**config.mk**
```make
export PLATFORM = sky130hd
export DESIGN_NAME = codec_config_sequencer_flat
export DESIGN_NICKNAME = d
export VERILOG_FILES = /design/src/rtl/codec_pkg.sv /design/src/rtl/codec_config_sequencer_if.sv /design/src/rtl/codec_init_rom.sv /design/src/rtl/codec_config_sequencer.sv /design/src/flat_wrapper.sv
export SDC_FILE = /design/constraint.sdc
export NUM_CORES = 1
export LEC_CHECK = 0
export BUFFER_PORTS_ARGS = -buffer_cell sky130_fd_sc_hd__buf_2
export CORE_ASPECT_RATIO = 2
export CORE_MARGIN = 2
export CORE_UTILIZATION = 55
export CTS_BUF_LIST = sky130_fd_sc_hd__clkbuf_16
export DETAILED_ROUTE_END_ITERATION = 10
export PLACE_DENSITY = 0.78
export REMOVE_ABC_BUFFERS = 1
export SYNTH_ARGS = -nofsm -noshare
export SYNTH_HDL_FRONTEND = slang
export SYNTH_SLANG_ARGS = --single-unit
```
**constraint.sdc**
```tcl
create_clock -name clk -period 8.2 [get_ports clk]
set_input_delay 1.23 -clock clk [delete_from_list [all_inputs] [get_ports clk]]
set_output_delay 1.23 -clock clk [all_outputs]
set_load 0.01 [all_outputs]
```
**src/rtl/codec_pkg.sv**
```systemverilog
// Shared definitions for the WM8731 bring-up slice: register addresses,
// control-word packing, sequencer states and the codec's I2C address.
package codec_pkg;

  localparam logic [6:0] CODEC_I2C_ADDR = 7'h1A;

  localparam logic [6:0] R0  = 7'd0;
  localparam logic [6:0] R1  = 7'd1;
  localparam logic [6:0] R4  = 7'd4;
  localparam logic [6:0] R5  = 7'd5;
  localparam logic [6:0] R6  = 7'd6;
  localparam logic [6:0] R7  = 7'd7;
  localparam logic [6:0] R8  = 7'd8;
  localparam logic [6:0] R9  = 7'd9;
  localparam logic [6:0] R15 = 7'd15;

  typedef logic [15:0] cfg_word_t;

  typedef enum logic [2:0] {
    IDLE       = 3'd0,
    POWER_WAIT = 3'd1,
    ISSUE      = 3'd2,
    WAIT_DONE  = 3'd3,
    GAP        = 3'd4,
    DONE       = 3'd5,
    ERROR      = 3'd6
  } seq_state_t;

  // WM8731 control words carry a 7-bit register address above 9 data bits
  function automatic cfg_word_t pack_cfg(input logic [6:0] addr, input logic [8:0] data);
    return {addr, data};
  endfunction

endpackage

```
**src/rtl/codec_config_sequencer_if.sv**
```systemverilog
// Command channel between the config sequencer and the I2C master.
interface codec_config_sequencer_if;
  logic                  cmd_valid;
  logic                  cmd_ready;
  logic [6:0]            cmd_dev_addr;
  codec_pkg::cfg_word_t  cmd_word;
  logic                  cmd_done;
  logic                  cmd_ack_err;

  modport master (
    output cmd_valid, cmd_dev_addr, cmd_word,
    input  cmd_ready, cmd_done, cmd_ack_err
  );

  modport slave (
    input  cmd_valid, cmd_dev_addr, cmd_word,
    output cmd_ready, cmd_done, cmd_ack_err
  );
endinterface

```
**src/rtl/codec_init_rom.sv**
```systemverilog
// WM8731 init table: index -> packed control word; unused indices read as zero.
module codec_init_rom
  import codec_pkg::*;
#(
  parameter int IDX_W = 4
) (
  input  logic [IDX_W-1:0] index,
  output cfg_word_t        word
);

  // Table order matters: reset first, activate last once the format is set
  always_comb begin
    word = 16'h0000;
    case (index)
      IDX_W'(0): word = pack_cfg(R15, 9'h000);
      IDX_W'(1): word = pack_cfg(R6,  9'h010);
      IDX_W'(2): word = pack_cfg(R0,  9'h017);
      IDX_W'(3): word = pack_cfg(R1,  9'h017);
      IDX_W'(4): word = pack_cfg(R4,  9'h012);
      IDX_W'(5): word = pack_cfg(R5,  9'h000);
      IDX_W'(6): word = pack_cfg(R7,  9'h04A);
      IDX_W'(7): word = pack_cfg(R8,  9'h000);
      IDX_W'(8): word = pack_cfg(R9,  9'h001);
      default:   word = 16'h0000;
    endcase
  end

endmodule

```
**src/rtl/codec_config_sequencer.sv**
```systemverilog
// Post-reset WM8731 bring-up: power-up delay, then the init table written over
// the command port with NACK retries; i2s is released once every entry is ACKed.
module codec_config_sequencer
  import codec_pkg::*;
#(
  parameter int         NUM_REGS        = 9,
  parameter int         POWER_UP_CYCLES = 50000,
  parameter int         GAP_CYCLES      = 100,
  parameter int         MAX_RETRY       = 3,
  parameter logic [6:0] DEV_ADDR        = CODEC_I2C_ADDR,
  parameter bit         AUTO_START      = 1'b1
) (
  input  logic                      clk,
  input  logic                      reset_n,
  input  logic                      i_start,
  codec_config_sequencer_if.master  cmd,
  output logic                      o_busy,
  output logic                      o_done,
  output logic                      o_error,
  output logic [3:0]                o_err_index,
  output logic                      o_i2s_enable
);

  localparam int IDX_W   = $clog2(NUM_REGS + 1);
  localparam int DLY_MAX = (POWER_UP_CYCLES > GAP_CYCLES) ? POWER_UP_CYCLES : GAP_CYCLES;
  localparam int DLY_W   = (DLY_MAX > 1) ? $clog2(DLY_MAX + 1) : 1;
  localparam int RETRY_W = (MAX_RETRY > 0) ? $clog2(MAX_RETRY + 1) : 1;

  localparam logic [DLY_W-1:0]   PU_LAST   = DLY_W'(POWER_UP_CYCLES - 1);
  localparam logic [DLY_W-1:0]   GAP_LAST  = DLY_W'(GAP_CYCLES - 1);
  localparam logic [IDX_W-1:0]   IDX_LAST  = IDX_W'(NUM_REGS - 1);
  localparam logic [RETRY_W-1:0] RETRY_MAX = RETRY_W'(MAX_RETRY);

  seq_state_t         state_r, state_s;
  logic [IDX_W-1:0]   index_r, index_s;
  logic [RETRY_W-1:0] retry_r, retry_s;
  logic [DLY_W-1:0]   dly_r, dly_s;
  cfg_word_t          rom_word_s;

  logic       cmd_valid_r;
  cfg_word_t  cmd_word_r;
  logic       busy_r;
  logic       done_r;
  logic       error_r;
  logic [3:0] err_index_r;

  // Lookup on the next index so the word register lines up with ISSUE entry
  codec_init_rom #(.IDX_W(IDX_W)) u_rom (
    .index (index_s),
    .word  (rom_word_s)
  );

  // Next-state, counter and index logic
  always_comb begin
    state_s = state_r;
    index_s = index_r;
    retry_s = retry_r;
    dly_s   = dly_r;
    case (state_r)
      IDLE: begin
        if (AUTO_START || i_start) begin
          state_s = POWER_WAIT;
          dly_s   = '0;
        end else begin
          state_s = IDLE;
        end
      end
      POWER_WAIT: begin
        if (dly_r == PU_LAST) begin
          state_s = ISSUE;
          index_s = '0;
          retry_s = '0;
          dly_s   = '0;
        end else begin
          dly_s = dly_r + DLY_W'(1);
        end
      end
      ISSUE: begin
        if (cmd.cmd_ready) begin
          state_s = WAIT_DONE;
        end else begin
          state_s = ISSUE;
        end
      end
      WAIT_DONE: begin
        if (!cmd.cmd_done) begin
          state_s = WAIT_DONE;
        end else if (!cmd.cmd_ack_err) begin
          retry_s = '0;
          index_s = index_r + IDX_W'(1);
          dly_s   = '0;
          state_s = (index_r == IDX_LAST) ? DONE : GAP;
        end else if (retry_r < RETRY_MAX) begin
          retry_s = retry_r + RETRY_W'(1);
          dly_s   = '0;
          state_s = GAP;
        end else begin
          state_s = ERROR;
        end
      end
      GAP: begin
        if (dly_r == GAP_LAST) begin
          state_s = ISSUE;
          dly_s   = '0;
        end else begin
          dly_s = dly_r + DLY_W'(1);
        end
      end
      DONE, ERROR: begin
        // Codec is already powered, so a restart skips the power-up wait
        if (i_start) begin
          state_s = ISSUE;
          index_s = '0;
          retry_s = '0;
        end else begin
          state_s = state_r;
        end
      end
      default: begin
        state_s = IDLE;
      end
    endcase
  end

  // State, counters and registered outputs, all derived from the next state
  always_ff @(posedge clk or negedge reset_n) begin
    if (!reset_n) begin
      state_r     <= IDLE;
      index_r     <= '0;
      retry_r     <= '0;
      dly_r       <= '0;
      cmd_valid_r <= 1'b0;
      cmd_word_r  <= 16'h0000;
      busy_r      <= 1'b0;
      done_r      <= 1'b0;
      error_r     <= 1'b0;
      err_index_r <= 4'd0;
    end else begin
      state_r     <= state_s;
      index_r     <= index_s;
      retry_r     <= retry_s;
      dly_r       <= dly_s;
      cmd_valid_r <= (state_s == ISSUE);
      if (state_s == ISSUE) begin
        cmd_word_r <= rom_word_s;
      end
      busy_r      <= !(state_s inside {IDLE, DONE, ERROR});
      done_r      <= (state_s == DONE);
      error_r     <= (state_s == ERROR);
      err_index_r <= (state_s == ERROR) ? 4'(index_s) : 4'd0;
    end
  end

  assign cmd.cmd_valid    = cmd_valid_r;
  assign cmd.cmd_word     = cmd_word_r;
  assign cmd.cmd_dev_addr = DEV_ADDR;
  assign o_busy           = busy_r;
  assign o_done           = done_r;
  assign o_error          = error_r;
  assign o_err_index      = err_index_r;
  assign o_i2s_enable     = done_r;

endmodule

```
**src/flat_wrapper.sv**
```systemverilog
// flat-port wrapper written by rule: the top's interface ports become plain ports
module codec_config_sequencer_flat import codec_pkg::*;
#(
  parameter int         NUM_REGS        = 9,
  parameter int         POWER_UP_CYCLES = 50000,
  parameter int         GAP_CYCLES      = 100,
  parameter int         MAX_RETRY       = 3,
  parameter logic [6:0] DEV_ADDR        = CODEC_I2C_ADDR,
  parameter bit         AUTO_START      = 1'b1
)
  (clk, reset_n, i_start, o_busy, o_done, o_error, o_err_index, o_i2s_enable, cmd_cmd_valid, cmd_cmd_dev_addr, cmd_cmd_word, cmd_cmd_ready, cmd_cmd_done, cmd_cmd_ack_err);
  codec_config_sequencer_if cmd_i ();
  input  logic clk;
  input  logic reset_n;
  input  logic i_start;
  output logic o_busy;
  output logic o_done;
  output logic o_error;
  output logic [3:0] o_err_index;
  output logic o_i2s_enable;
  output wire logic [$bits(cmd_i.cmd_valid)-1:0] cmd_cmd_valid;
  output wire logic [$bits(cmd_i.cmd_dev_addr)-1:0] cmd_cmd_dev_addr;
  output wire logic [$bits(cmd_i.cmd_word)-1:0] cmd_cmd_word;
  input wire logic [$bits(cmd_i.cmd_ready)-1:0] cmd_cmd_ready;
  input wire logic [$bits(cmd_i.cmd_done)-1:0] cmd_cmd_done;
  input wire logic [$bits(cmd_i.cmd_ack_err)-1:0] cmd_cmd_ack_err;
  assign cmd_cmd_valid = cmd_i.cmd_valid;
  assign cmd_cmd_dev_addr = cmd_i.cmd_dev_addr;
  assign cmd_cmd_word = cmd_i.cmd_word;
  assign cmd_i.cmd_ready = cmd_cmd_ready;
  assign cmd_i.cmd_done = cmd_cmd_done;
  assign cmd_i.cmd_ack_err = cmd_cmd_ack_err;
  codec_config_sequencer #(.NUM_REGS(NUM_REGS), .POWER_UP_CYCLES(POWER_UP_CYCLES), .GAP_CYCLES(GAP_CYCLES), .MAX_RETRY(MAX_RETRY), .DEV_ADDR(DEV_ADDR), .AUTO_START(AUTO_START)) u_core (.clk(clk), .reset_n(reset_n), .i_start(i_start), .cmd(cmd_i), .o_busy(o_busy), .o_done(o_done), .o_error(o_error), .o_err_index(o_err_index), .o_i2s_enable(o_i2s_enable));
endmodule
```
Word level (Yosys, flattened, before mapping). Memory sizes are Yosys's and may differ from the RTL's. A register that Yosys moved wholly into a read port is not among the register bits. Index checks and enable logic that the tools add are counted.

Memory bits (read-only): 160. Output and inout bits: 32. Flip-flop bits (word level): 49. Input bits: 6. Memories: 1.

Memories: (name not given) (words 16, width 10, rd ports 1, clocked after memory_dff 1, write ports 0, RTL line codec_init_rom.sv:14) `case (index)`.

Reductions and logical operators: 10. Order comparisons: 1. Multiplexer cells: 27. Equal/unequal tests: 16. $add $sub $neg: 3.

Operator list (number): $mux W16 (5); $pmux W16 S4 (1); $mux W4 (5); $pmux W3 S6 (1); $add A16 B1 Y16 const B (1); $eq A16 B16 Y1 const B (1); $eq A16 B7 Y1 const B (1); $eq A3 B3 Y1 const B (5); $mux W3 (5); $mux W2 (6); $pmux W4 S3 (1); $eq A3 B2 Y1 const B (3); $logic_not A3 Y1 (2); $pmux W2 S3 (1); $reduce_bool A3 Y1 (2); $reduce_and A5 Y1 (1); $add A4 B1 Y4 const B (1); $eq A4 B4 Y1 const B (1); $ne A2 B2 Y1 const B (2); $reduce_bool A4 Y1 (1); $eq A3 B1 Y1 const B (1); $ne A3 B2 Y1 const B (1); $reduce_and A3 Y1 (1); $add A2 B1 Y2 const B (1); other kinds (5) (7).

Longest topological paths before layout.
Depth after elaboration: 8. Mapped depth: 11. Depth with buffers taken out: 10.

By module. Synthesis repeated with hierarchy kept, for this count alone.

Cells, all modules: 266. Area total of the unflattened synthesis: 2743.9 sq um.

By module, submodules not included: codec_config_sequencer (cells an instance 228, instances 1, seq. area each 1226.2 sq um, area an instance 2472.4 sq um); codec_init_rom (cells an instance 38, instances 1, seq. area each 0.0 sq um, area an instance 271.5 sq um).

Least setup slack after synthesis. No wires, ideal clock.

Path type: input -> register. From: input cmd_cmd_done. To: register u_core.cmd_word_r[12] (netlist: u_core.cmd.cmd_word[12]). Library setup time: 0.128 ns. Arrival: 2.725 ns. Slack: 5.348 ns. Stages on the path: 9. Path buffers: 0. Cells stage by stage: nor2b_1 a211oi_1 a221oi_1 and2_1 inv_2 ha_1 o2111ai_1 o21ai_0 mux2_1.

Elaborated cells on any way between the ends: 5.

RTL lines: start, declared (RTL line flat_wrapper.sv:25) `input wire logic [$bits(cmd_i.cmd_done)-1:0] cmd_cmd_done;`; $mux W4 (RTL line codec_config_sequencer.sv:86) `if (!cmd.cmd_done) begin`; $pmux W4 S3 (RTL line codec_config_sequencer.sv:59) `case (state_r)`; named net u_core.index_s[1] (RTL line codec_config_sequencer.sv:35) `logic [IDX_W-1:0] index_r, index_s;`; end, declared (RTL line codec_config_sequencer.sv:41) `cfg_word_t cmd_word_r;`.

The timed path passes the listed nets, and every way through them passes these cells. A chain may end at the register's enable or synchronous reset.

Worst setup path in the final report.
From: register u_core.dly_r[11]. To: register u_core.cmd_word_r[12] (netlist: u_core.cmd.cmd_word[12]).

Elaborated cells on any way between the ends: 8.

RTL lines: start, declared (RTL line codec_config_sequencer.sv:37) `logic [DLY_W-1:0] dly_r, dly_s;`; start signal, assigned (RTL line codec_config_sequencer.sv:142) `dly_r <= dly_s;`; $eq A16 B16 Y1 (RTL line codec_config_sequencer.sv:69) `if (dly_r == PU_LAST) begin`; $mux W4 (RTL line codec_config_sequencer.sv:69); $pmux W4 S3 (RTL line codec_config_sequencer.sv:59); named net u_core.index_s[0] (RTL line codec_config_sequencer.sv:35).

The timed path passes the listed nets, and every way through them passes these cells.

==> results.sh <==
export IMPL_chipWidth_um=53.0
export IMPL_tightest_slew_ns=0.965
export IMPL_ys_top_cells_by_area="dfrtp_1 (40%), o21ai_0 (4.4%), buf_4 (4.3%)"
export IMPL_yosysTopAreaCellShare=0.398
export IMPL_final_cells=361
export IMPL_root_buffer="clkbuf_16"
export IMPL_core_area_um2=4600
export IMPL_maxSlewHeadroom=0.357
export IMPL_gp_congestion=0.889
export IMPL_clk_insertion_delay_late_ns=0.28
export IMPL_critPathKind="reg2reg"
export IMPL_cts_buffer_depth=2
export IMPL_vias=2268
export IMPL_cp_arrival_ns=3.26
export IMPL_dieArea_um2=5400
export IMPL_fin_area_um2=2840
export IMPL_drt_total_wl_um=6170
export IMPL_finalSetupViolCount=0
export IMPL_avgSynthCellArea_um2=9.06
export IMPL_initial_utilization=0.574
export IMPL_cp_end_kind="register"
export IMPL_vias_per_cell=6.28
export IMPL_grt_max_degree=43
export IMPL_finalHoldViolations=0
export IMPL_slew_viol_final=0
export IMPL_cts_sinks=42
export IMPL_route_detailed_drc=0
export IMPL_drtAntennaViolNets=0
export IMPL_fp_dieH_um=102
export IMPL_seq_area_um2=1050
export IMPL_synth_edff_count=0
export IMPL_fmax_mhz=323
export IMPL_cts_tree="done"
export IMPL_placed_cells=354
export IMPL_ys_seq_area_frac=0.398
export IMPL_whs_ns=0.486
export IMPL_place_ws_ns=4.92
export IMPL_rows=35
export IMPL_synth_ff_type="dfrtp_1"
export IMPL_ys_ff_latch=42
export IMPL_multiInputGateArea_um2=1410
export IMPL_yosysTopAreaCell="dfrtp_1"
export IMPL_postCtsSetupBuffers=0
export IMPL_grt_usage=0.251
export IMPL_drive_gt1_frac=0.154
export IMPL_place_hpwl_um=4530
export IMPL_max_cap_violations=0
export IMPL_drt_iter0_drc=68
export IMPL_finalSetupTns_ns=0
export IMPL_outcome="finished clean"
export IMPL_ir_drop_v=0.000214
export IMPL_finalClockSkew_ns=0.00466
export IMPL_fill_cells=419
export IMPL_timing_final_crit_share=0.378
export IMPL_final_util=0.619
export IMPL_crit_fanout=6
export IMPL_final_nets=320
export IMPL_numCtsBuffers=5
export IMPL_firstDrtPassIters=4
export IMPL_setup_slack_ns=5.10
export IMPL_synth_cells=291
export IMPL_cts_resized_gates=0
export IMPL_grt_pass1_wl_um=10200
export IMPL_area_growth_pct=7.83
export IMPL_clk_pin_slew_ns=0.06
export IMPL_hold_class="reg2reg"
export IMPL_power_leakage_nw=1.28
export IMPL_place_area_um2=2710
export IMPL_worstSetupStartpointType="register"
export IMPL_h_tree_depth=2
export IMPL_yosys_warnings=0
export IMPL_finalCriticalPeriod_ns=3.10
export IMPL_antenna_found_initial=0
export IMPL_insertedDiodeCount=0
export IMPL_power_density_nw_per_um2=379
export IMPL_syn_area_um2=2640
export IMPL_grt_pass1_vias=2153
export IMPL_yosysUniqueCellTypes=63
export IMPL_cts_hold_buf=0
export IMPL_p_total_mw=1.08
export IMPL_async_flop_share=1.00
export IMPL_wl_per_cell_um=17.1
export IMPL_crit_required_ns=8.36
export IMPL_rsz0062_at_grt="no"
export IMPL_ios=38
export IMPL_grt_overflow_total=0
export IMPL_numPortBuffers=24
flip-flops by register name, indices dropped and copies added (netlist names):
register and flops:
u_core.index_r 4, u_core.state_r 3, u_core.cmd.cmd_word 9, u_core.retry_r 2, u_core.o_err_index 4, u_core.cmd.cmd_valid 1, u_core.dly_r 16, u_core.o_error 1
u_core.o_busy 1, u_core.o_done 1
final cells by class:
| cell class | count | area share |
|---|---|---|
| multi-input cells | 217 | 0.495 |
| flip-flops and latches | 42 | 0.370 |
| clock buffers | 5 | 0.0440 |
| repair buffers | 24 | 0.0422 |
| well taps | 55 | 0.0242 |
| inverters | 16 | 0.0211 |
| clock inverters | 2 | 0.00352 |
logic make-up after synthesis:
logic type      count (synthesis)  share of synthesized area
other cells                     2                    0.00285
fa+ha+maj                       8                     0.0380
simple gates                  109                      0.240
xor+xnor                        6                     0.0199
compound gates                 75                      0.194
buf+inv                        43                     0.0830
flops                          42                      0.398
mux                             6                     0.0242
worst max-delay path, cell delays in order (launching register included):
cell and delay [ns]:
dfrtp_1 0.41, or4_4 0.58, or4_1 0.63, o21ai_0 0.18, o2bb2ai_1 0.29, inv_1 0.15
ha_1 0.25, o2111ai_1 0.10, o21ai_0 0.10, mux2_1 0.29
power by group:
part	internal [mW]	total, mW	switching [mW]
Clock	0.110	0.185	0.0756
Combinational	0.217	0.554	0.337
Sequential	0.264	0.340	0.0759
Yosys cell counts (3+ instances only):
cell type	n
o211ai_1	3
nand3_1	11
inv_1	15
nand4_1	8
a21oi_1	12
nor2b_1	5
xor2_1	3
o2bb2ai_1	7
buf_4	15
nand2_1	17
mux2i_1	3
dfrtp_1	42
o21ai_0	23
or2_2	3
clkbuf_1	11
ha_1	8
xnor2_1	3
nor4_1	4
nor3_1	11
and2_1	3
o2111ai_1	3
nor2_1	15
nand4b_1	3
o21ai_1	3
nand2b_1	4
or3_1	5
and3_1	5
routing by layer:
| metal | routed length, µm | track usage |
|---|---|---|
| met5 | 0 | 0 |
| met4 | 157 | 0.142 |
| met3 | 217 | 0.0336 |
| met2 | 3460 | 0.439 |
| met1 | 2330 | 0.281 |
path summary, 6_finish.rpt:
check                           slack (ns)              startpoint  cells after the start                 endpoint
worst max-delay path                  5.10        u_core.dly_r[11]                      9  u_core.cmd.cmd_word[12]
max in group asynchronous             6.50                 reset_n                      1          u_core.dly_r[8]
worst min register to register        0.49  u_core.cmd.cmd_word[1]                      1   u_core.cmd.cmd_word[1]
worst max register to register        5.10        u_core.dly_r[11]                      9  u_core.cmd.cmd_word[12]
worst min-delay path                  0.49  u_core.cmd.cmd_word[1]                      1   u_core.cmd.cmd_word[1]
min in group asynchronous             1.09                 reset_n                      1            u_core.o_busy
cell usage in the layout (no fill, tap or decap), types with 4 or more instances in the layout:
master     synthesis  final
dfrtp_1           42     42
buf_2              1     24
o21ai_0           23     23
nand2_1           17     17
inv_1             15     15
nor2_1            15     15
conb_1             2     13
a21oi_1           12     12
nand3_1           11     11
nor3_1            11     11
nand4_1            8      8
ha_1               8      8
o2bb2ai_1          7      7
nor2b_1            5      5
and3_1             5      5
or3_1              5      5
clkbuf_16          0      5
nand2b_1           4      4
nor4_1             4      4
Power figures use the tool's default switching activity.
